**src/rtl/adc_burst_arbiter_if.sv**
```systemverilog
// Bus bundle between the ADC burst arbiter, its channel FIFOs and the sink.
// The master modport is the arbiter side; slave is the FIFO/sink side.
interface adc_burst_arbiter_if #(
  parameter int WIDTH      = 4,
  parameter int DATA_WIDTH = 32
);
  localparam int CW = (WIDTH > 1) ? $clog2(WIDTH) : 1;

  logic [WIDTH-1:0]            fifo_empty_in;
  logic [WIDTH*DATA_WIDTH-1:0] fifo_data_in;
  logic [WIDTH-1:0]            fifo_read;
  logic                        sink_ready;
  logic                        sink_near_full;
  logic                        write_out;
  logic [DATA_WIDTH-1:0]       data_out;
  logic [CW-1:0]               ch_out;
  logic [WIDTH-1:0]            grant;

  modport master (
    input  fifo_empty_in, fifo_data_in, sink_ready, sink_near_full,
    output fifo_read, write_out, data_out, ch_out, grant
  );

  modport slave (
    output fifo_empty_in, fifo_data_in, sink_ready, sink_near_full,
    input  fifo_read, write_out, data_out, ch_out, grant
  );
endinterface

```
**src/rtl/adc_burst_arbiter.sv**
```systemverilog
// Round-robin burst arbiter: grants one FWFT channel FIFO at a time and
// streams up to MAX_BURST words from it into a single sink, one cycle after
// each pop. A burst ends on the count limit, an empty FIFO or sink throttle.
module adc_burst_arbiter #(
  parameter int WIDTH      = 4,
  parameter int DATA_WIDTH = 32,
  parameter int MAX_BURST  = 16
) (
  input  logic                bus_clk,
  input  logic                bus_rst,
  adc_burst_arbiter_if.master bus
);
  localparam int               CW       = (WIDTH > 1) ? $clog2(WIDTH) : 1;
  localparam logic [7:0]       MAX_B    = 8'(MAX_BURST);
  localparam logic [CW-1:0]    LAST_RST = CW'(WIDTH - 1);
  localparam logic [WIDTH-1:0] ONE_HOT0 = {{(WIDTH-1){1'b0}}, 1'b1};

  typedef enum logic [0:0] {
    IDLE  = 1'b0,
    BURST = 1'b1
  } state_t;

  state_t                state_r;
  state_t                state_nxt_s;
  logic [CW-1:0]         cur_r;
  logic [CW-1:0]         last_r;
  logic [CW-1:0]         pick_s;
  logic                  found_s;
  logic                  pop_s;
  logic                  exit_s;
  logic [7:0]            bcnt_r;
  logic [WIDTH-1:0]      grant_r;
  logic [WIDTH-1:0]      fifo_read_s;
  logic                  write_r;
  logic [DATA_WIDTH-1:0] data_r;
  logic [CW-1:0]         ch_r;

  // Channel reached `offset` steps after `base`, wrapping at WIDTH.
  function automatic logic [CW-1:0] rr_index(input logic [CW-1:0] base, input int offset);
    return CW'((int'(base) + offset) % WIDTH);
  endfunction

  // Round-robin search: first non-empty channel after the last one served.
  always_comb begin
    found_s = 1'b0;
    pick_s  = '0;
    for (int k = 1; k <= WIDTH; k++) begin
      pick_s  = (!found_s && !bus.fifo_empty_in[rr_index(last_r, k)]) ? rr_index(last_r, k) : pick_s;
      found_s = found_s | !bus.fifo_empty_in[rr_index(last_r, k)];
    end
  end

  // Pop strobe and burst termination for the granted channel.
  always_comb begin
    pop_s       = (state_r == BURST) && !bus.fifo_empty_in[cur_r] && bus.sink_ready && (bcnt_r < MAX_B);
    exit_s      = (pop_s && ((bcnt_r + 8'd1) == MAX_B)) || bus.fifo_empty_in[cur_r] || bus.sink_near_full;
    fifo_read_s = pop_s ? (ONE_HOT0 << cur_r) : '0;
  end

  // Next-state decode: start a burst when a channel is ready and the sink is not throttling.
  always_comb begin
    state_nxt_s = state_r;
    case (state_r)
      IDLE: begin
        if (found_s && !bus.sink_near_full) begin
          state_nxt_s = BURST;
        end else begin
          state_nxt_s = IDLE;
        end
      end
      BURST: begin
        if (exit_s) begin
          state_nxt_s = IDLE;
        end else begin
          state_nxt_s = BURST;
        end
      end
      default: state_nxt_s = IDLE;
    endcase
  end

  // State register.
  always_ff @(posedge bus_clk or posedge bus_rst) begin
    if (bus_rst) begin
      state_r <= IDLE;
    end else begin
      state_r <= state_nxt_s;
    end
  end

  // Grant, burst counter and round-robin pointer.
  always_ff @(posedge bus_clk or posedge bus_rst) begin
    if (bus_rst) begin
      cur_r   <= '0;
      last_r  <= LAST_RST;
      bcnt_r  <= 8'd0;
      grant_r <= '0;
    end else if (state_r == IDLE) begin
      if (state_nxt_s == BURST) begin
        cur_r   <= pick_s;
        grant_r <= ONE_HOT0 << pick_s;
        bcnt_r  <= 8'd0;
      end else begin
        grant_r <= '0;
      end
    end else begin
      if (pop_s) begin
        bcnt_r <= bcnt_r + 8'd1;
      end
      if (exit_s) begin
        last_r  <= cur_r;
        grant_r <= '0;
      end
    end
  end

  // Registered sink outputs: a popped word appears on the next edge; otherwise data/channel hold.
  always_ff @(posedge bus_clk or posedge bus_rst) begin
    if (bus_rst) begin
      write_r <= 1'b0;
      data_r  <= '0;
      ch_r    <= '0;
    end else begin
      write_r <= pop_s;
      if (pop_s) begin
        data_r <= bus.fifo_data_in[DATA_WIDTH*cur_r +: DATA_WIDTH];
        ch_r   <= cur_r;
      end
    end
  end

  assign bus.fifo_read = fifo_read_s;
  assign bus.write_out = write_r;
  assign bus.data_out  = data_r;
  assign bus.ch_out    = ch_r;
  assign bus.grant     = grant_r;
endmodule

```
**src/flat_wrapper.sv**
```systemverilog
// flat-port wrapper written by rule: the top's interface ports become plain ports
module adc_burst_arbiter_flat 
#(
  parameter int WIDTH      = 4,
  parameter int DATA_WIDTH = 32,
  parameter int MAX_BURST  = 16
)
  (bus_clk, bus_rst, bus_fifo_empty_in, bus_fifo_data_in, bus_sink_ready, bus_sink_near_full, bus_fifo_read, bus_write_out, bus_data_out, bus_ch_out, bus_grant);
  adc_burst_arbiter_if #(.WIDTH(WIDTH), .DATA_WIDTH(DATA_WIDTH)) bus_i ();
  input  logic bus_clk;
  input  logic bus_rst;
  input wire logic [$bits(bus_i.fifo_empty_in)-1:0] bus_fifo_empty_in;
  input wire logic [$bits(bus_i.fifo_data_in)-1:0] bus_fifo_data_in;
  input wire logic [$bits(bus_i.sink_ready)-1:0] bus_sink_ready;
  input wire logic [$bits(bus_i.sink_near_full)-1:0] bus_sink_near_full;
  output wire logic [$bits(bus_i.fifo_read)-1:0] bus_fifo_read;
  output wire logic [$bits(bus_i.write_out)-1:0] bus_write_out;
  output wire logic [$bits(bus_i.data_out)-1:0] bus_data_out;
  output wire logic [$bits(bus_i.ch_out)-1:0] bus_ch_out;
  output wire logic [$bits(bus_i.grant)-1:0] bus_grant;
  assign bus_i.fifo_empty_in = bus_fifo_empty_in;
  assign bus_i.fifo_data_in = bus_fifo_data_in;
  assign bus_i.sink_ready = bus_sink_ready;
  assign bus_i.sink_near_full = bus_sink_near_full;
  assign bus_fifo_read = bus_i.fifo_read;
  assign bus_write_out = bus_i.write_out;
  assign bus_data_out = bus_i.data_out;
  assign bus_ch_out = bus_i.ch_out;
  assign bus_grant = bus_i.grant;
  adc_burst_arbiter #(.WIDTH(WIDTH), .DATA_WIDTH(DATA_WIDTH), .MAX_BURST(MAX_BURST)) u_core (.bus_clk(bus_clk), .bus_rst(bus_rst), .bus(bus_i));
endmodule
```
**config.mk**
```make
export PLATFORM = sky130hd
export DESIGN_NAME = adc_burst_arbiter_flat
export DESIGN_NICKNAME = d
export VERILOG_FILES = /design/src/rtl/adc_burst_arbiter_if.sv /design/src/rtl/adc_burst_arbiter.sv /design/src/flat_wrapper.sv
export SDC_FILE = /design/constraint.sdc
export NUM_CORES = 1
export LEC_CHECK = 0
export CORE_MARGIN = 2
export CORE_UTILIZATION = 42
export DETAILED_ROUTE_END_ITERATION = 10
export GPL_ROUTABILITY_DRIVEN = 0
export HOLD_SLACK_MARGIN = 0.02
export PLACE_DENSITY = 0.87
export REMOVE_ABC_BUFFERS = 1
export SETUP_SLACK_MARGIN = 0.3
export SLEW_MARGIN = 20
export SYNTH_ARGS = -nofsm -noshare
export SYNTH_HDL_FRONTEND = slang
export SYNTH_SLANG_ARGS = --single-unit
```
**constraint.sdc**
```tcl
create_clock -name bus_clk -period 6.2 [get_ports bus_clk]
set_input_delay 0.93 -clock bus_clk [delete_from_list [all_inputs] [get_ports bus_clk]]
set_output_delay 0.93 -clock bus_clk [all_outputs]
set_load 0.005 [all_outputs]
```
==> impl_metrics.json, run 1 <==
{
  "status": "completed",
  "dp_hpwl_um": 6820,
  "wl_per_cell_um": 18.7,
  "synthSimpleGateAreaFrac_pct": 6.19,
  "synthXorXnorAreaFrac_pct": 0.280,
  "rsz0062_at_grt": "no",
  "io_pins": 179,
  "synthAdderAreaFrac_pct": 0.799,
  "worst_setup_path_start_kind": "register",
  "syn_to_final_growth_pct": 60.8,
  "path_class": "reg2out",
  "drcViolationCount": 0,
  "via_per_inst": 5.28,
  "final_common_cell": "clkdlybuf4s50_1",
  "min_period_ns": 4.52,
  "io_buffers": 178,
  "combPwrFrac_pct": 53.5,
  "clock_skew_ns": 0.0119,
  "nets": 511,
  "reg2reg_from": "u_core.cur_r[1]",
  "core_um2": 7250,
  "cts_hold_buffers": 0,
  "ant_nets": 0,
  "swShare_pct": 30.7,
  "clk_path_buf_depth": 2,
  "required_ns": 5.27,
  "p_leak_nw": 2.00,
  "cp_max_fo": 42,
  "async_flop_share_pct": 100,
  "cts-root-buf": "clkbuf_8",
  "cts_tree": "done",
  "first_pass_iters": 6,
  "htreeDepth": 2,
  "grt-ovfl-total": 0,
  "startpoint": "u_core.cur_r[1]",
  "cp-end-kind": "output port",
  "drtIter0Drc": 94,
  "fp-row-count": 31,
  "cp_cell_sequence": "mux4_2 -> or3_1 -> inv_8 -> nand2_1 -> nor2_1 -> clkdlybuf4s50_1",
  "synth-compound-area-share_pct": 4.87,
  "drive_gt1_share_pct": 23.5,
  "final-seq-area_um2": 1310,
  "p_int_mw": 1.30,
  "postRouteWirelength_um": 8860,
  "antenna_cells": 0,
  "synth_area_um2": 3130,
  "fillers": 542,
  "synth_top_family_by_area": "multiplexers",
  "vias": 2497,
  "ys_seq_area_share_pct": 41.6,
  "groute.usage.overall_pct": 21.8,
  "design_area_um2": 5040,
  "critPathArrivalTime_ns": 3.59,
  "relSlewSlack_pct": 35.4,
  "holdWs_ns": 0.490,
  "synth_cell_types": 39,
  "fp.dieH_um": 90.4,
  "placed_cell_area_um2": 4920,
  "die_w_um": 90.4,
  "synth_mux_area_share_pct": 41.5,
  "dieArea_um2": 8160,
  "power_density_nw_per_um2": 372,
  "cts_setup_buffers": 0,
  "place_ws_ns": 1.67,
  "layout_setup_ws_ns": 1.68,
  "drv_cap": 0,
  "clock_sinks": 52,
  "clk_latency_ns": 0.31,
  "multi_input_area_um2": 1680,
  "drv_slew": 0,
  "avgSynthCellArea_um2": 15.5,
  "irDropWorstVdd_mv": 0.195,
  "hold_class": "reg2reg",
  "final_hold_viol_count": 0,
  "hold_start": "u_core.bcnt_r[5]",
  "worstMarginPinSlew_ns": 0.970,
  "clk_pin_slew_ns": 0.09,
  "synth_cells": 202,
  "synthFlopType": "dfrtp_1",
  "grt_pass1_vias": 2646,
  "switching_power_mw": 0.575,
  "ys_warn_count": 0,
  "synth_edf_count": 0,
  "initial_core_util_pct": 43.2,
  "pwr-share-seq_pct": 33.8,
  "final_cell_mix": "178 x clkdlybuf4s50_1, 48 x dfrtp_1, 33 x mux4_2, 32 x mux2_4, 10 x nand2_1",
  "clkPwrFrac_pct": 12.7,
  "post_cts_resize_count": 0,
  "tns_ns": 0,
  "period_share_pct": 73.0,
  "synth_seq_cells": 52,
  "slowest_delay_ns": 1.00,
  "cts_buffers": 5,
  "crit_path_top_delay_cell": "dfrtp_2",
  "grt_max_degree": 53,
  "grt_pass1_wl_um": 14200,
  "finalSetupViolations": 0,
  "fmax_ghz": 0.221,
  "antenna_found_initial": 0
}
cells in the mapped netlist (3+ instances only):
cell	number	share of area, %
and2_1	4	0.80
mux4_2	33	24
buf_12	3	1.9
mux2_2	4	1.4
nand3_1	3	0.48
clkbuf_1	6	0.72
nor2_1	4	0.48
buf_6	3	1.1
o21ai_0	7	1.1
a32o_1	4	1.3
mux2_4	32	15
mux2i_1	3	0.96
nor2b_1	3	0.60
nand2_1	10	1.2
dfrtp_1	50	40
registers in the layout, indices dropped and copies added, names as in the netlist:
name,count
u_core.bus.data_out,32
u_core.bcnt_r,8
u_core.bus.grant,4
u_core.bus.ch_out,2
u_core.cur_r,2
u_core.last_r,2
u_core.bus.write_out,1
u_core.state_r,1
power groups by stage:
stage / clock (mW) / sequential [mW] / combinational, mW
4_1_cts: 0.243 / 0.633 / 1.02
5_1_grt: 0.256 / 0.654 / 1.07
3_5_place_dp: 0 / 0.639 / 1.01
3_3_place_gp: 0 / 0.626 / 0.998
6_report: 0.239 / 0.633 / 1.00
2_1_floorplan: 0 / 0.660 / 0.521
final cells by class:
cell class | instances | area share, %
Clock buffer | 5 | 1.37
Clock inverter | 3 | 0.919
Inverter | 2 | 0.298
Multi-Input combinational cell | 132 | 33.3
Sequential cell | 52 | 25.9
Tap cell | 99 | 2.46
Timing Repair Buffer | 180 | 35.7
worst max-delay path: cells and delay by family, from the launching register on:
family	cells	cell delay, ns
buffers and inverters	2	0.87
DFF	1	1.00
muxes	1	0.62
and+or+nand+nor	3	0.75
per-stage QoR:
stage	power [mW]	utilization, %	instances
after floorplan	1.18	-	186
after global placement	1.62	67.8	465
after detailed placement	1.65	67.8	465
after CTS	1.89	69.4	473
after global routing	1.98	69.4	473
final	1.87	69.4	473
cells by family after synthesis:
family                     count (synthesis)
AOI/OAI and AO/OA                         21
xor gates and xnor gates                   1
adders and majority gates                  2
buffers and inverters                     18
DFF                                       52
muxes                                     72
and+or+nand+nor                           36
per-layer routing:
metal / up-vias / GRT usage, % / part of all wire, %
li1: 1125 / - / -
met1: 1247 / 26.5 / 40
met2: 113 / 38.2 / 51
met3: 12 / 6.18 / 7.1
met4: 0 / 5.51 / 1.5
met5: - / 0 / 0
final timing paths:
check / to / cells past startpoint / slack, ns
max: bus_fifo_read[1] / 6 / 1.68
min: u_core.bcnt_r[5] / 1 / 0.49
max reg2reg: u_core.bus.data_out[28] / 4 / 3.19
min reg2reg: u_core.bcnt_r[5] / 1 / 0.49
max in group asynchronous: u_core.cur_r[0] / 3 / 4.62
min in group asynchronous: u_core.bus.write_out / 3 / 1.11
(Power assumes the default switching activity.)
==> inputs of run 2 (changes only) <==
--- a/config.mk
+++ b/config.mk
@@ -6,11 +6,11 @@
 export NUM_CORES = 1
 export LEC_CHECK = 0
 export CORE_MARGIN = 2
-export CORE_UTILIZATION = 42
+export CORE_UTILIZATION = 39
 export DETAILED_ROUTE_END_ITERATION = 10
 export GPL_ROUTABILITY_DRIVEN = 0
 export HOLD_SLACK_MARGIN = 0.02
-export PLACE_DENSITY = 0.87
+export PLACE_DENSITY = 0.82
 export REMOVE_ABC_BUFFERS = 1
 export SETUP_SLACK_MARGIN = 0.3
 export SLEW_MARGIN = 20
==> constraint.sdc (replaced) <==
create_clock -name bus_clk -period 4.31 [get_ports bus_clk]
set_input_delay 0.6465 -clock bus_clk [delete_from_list [all_inputs] [get_ports bus_clk]]
set_output_delay 0.6465 -clock bus_clk [all_outputs]
set_load 0.005 [all_outputs]
==> impl_metrics.json, run 2 (synthesis results as in run 1) <==
{
  "status": "completed",
  "grt_pass1_vias": 2630,
  "io_pins": 179,
  "clk_latency_ns": 0.29,
  "fp.dieH_um": 93.6,
  "drive_gt1_share_pct": 23.4,
  "cts_hold_buffers": 0,
  "drtIter0Drc": 49,
  "syn_to_final_growth_pct": 60.6,
  "clock_sinks": 52,
  "largest_reg_flops": 32,
  "vias": 2502,
  "dieArea_um2": 8760,
  "grt-ovfl-total": 0,
  "post_cts_resize_count": 0,
  "grt_pass1_wl_um": 13600,
  "final_hold_viol_count": 0,
  "grt_max_degree": 42,
  "power_density_nw_per_um2": 523,
  "postRouteWirelength_um": 8890,
  "finalSetupViolations": 0,
  "drcViolationCount": 0,
  "cts-root-buf": "clkbuf_8",
  "hold_class": "reg2reg",
  "groute.usage.overall_pct": 19.9,
  "fin_cells": 478,
  "ant_nets": 0,
  "worstMarginPinSlew_ns": 0.704,
  "cts_buffers": 5,
  "dp.cells": 470,
  "rsz0062_at_grt": "no",
  "cp_max_fo": 21,
  "io_buffers": 178,
  "design_area_um2": 5030,
  "nets": 513,
  "clk_pin_slew_ns": 0.09,
  "min_period_ns": 3.84,
  "period_share_pct": 89.0,
  "clk_path_buf_depth": 2,
  "core_um2": 7770,
  "fp-row-count": 32,
  "first_pass_iters": 6,
  "cts_tree": "done",
  "final_cell_mix": "178 x clkdlybuf4s50_1, 48 x dfrtp_1, 33 x mux4_2, 32 x mux2_4, 10 x nand2_1",
  "critPathArrivalTime_ns": 3.19,
  "wl_per_cell_um": 18.6,
  "placed_cell_area_um2": 4940,
  "die_w_um": 93.6,
  "relSlewSlack_pct": 53.1,
  "place_ws_ns": 0.462,
  "clock_skew_ns": 0.00414,
  "dp_hpwl_um": 6860,
  "initial_core_util_pct": 40.3,
  "layout_setup_ws_ns": 0.474,
  "path_class": "in2out",
  "antenna_found_initial": 0,
  "fillers": 610,
  "tns_ns": 0,
  "irDropWorstVdd_mv": 0.412,
  "fmax_ghz": 0.261,
  "p_leak_nw": 2.00,
  "cp-end-kind": "output port",
  "worst_setup_path_start_kind": "input pin",
  "drv_slew": 0,
  "cts_setup_buffers": 0,
  "via_per_inst": 5.23,
  "utilization_pct": 64.8,
  "antenna_cells": 0,
  "htreeDepth": 2,
  "drv_cap": 0,
  "final_common_cell": "clkdlybuf4s50_1",
  "required_ns": 3.66
}
run 2: critical path, cell delays in order:
cell and delay, ns:
clkdlybuf4s50_1 0.50, mux4_2 0.51, or3_1 0.53, inv_8 0.25, nand2_1 0.10, nor2_1 0.14
clkdlybuf4s50_1 0.51
run 2: path summary, 6_finish.rpt:
| kind | cells past startpoint | to | slack (ns) | from |
|---|---|---|---|---|
| max | 7 | bus_fifo_read[1] | 0.47 | bus_fifo_empty_in[1] |
| min | 2 | u_core.bus.ch_out[0] | 0.49 | u_core.bus.ch_out[0] |
| max reg2reg | 5 | u_core.bus.data_out[11] | 1.76 | u_core.cur_r[1] |
| min reg2reg | 2 | u_core.bus.ch_out[0] | 0.49 | u_core.bus.ch_out[0] |
| max in group asynchronous | 3 | u_core.last_r[1] | 2.78 | bus_rst |
| min in group asynchronous | 2 | u_core.bus.ch_out[0] | 0.73 | bus_rst |
run 2: routing by layer:
layer,wire [µm],up-vias,track usage [%]
met5,0,-,0
met2,4530,118,35.3
met1,3490,1246,25.1
met4,46,0,2.78
li1,-,1132,-
met3,820,6,5.48
run 2: area by class of cell:
type | count | area, µm² | share of cell area (%)
tap | 102 | 128 | 2.54
clock buffer | 8 | 90.1 | 1.79
multi-input combinational | 132 | 1680 | 33.4
inverter | 2 | 15.0 | 0.299
timing repair buffer | 182 | 1810 | 36.0
sequential | 52 | 1310 | 26.0
run 2: per-stage QoR:
step                power [mW]  hold slack [ns]
floorplan                 1.70            0.442
global placement          2.34            0.457
detailed placement        2.37            0.467
CTS                       2.67            0.493
global route              2.79            0.512
finish                    2.63            0.495
run 2: where the power goes:
group          switching, mW  internal (mW)
Combinational          0.508          0.997
Clock                  0.150          0.131
Sequential             0.145          0.699
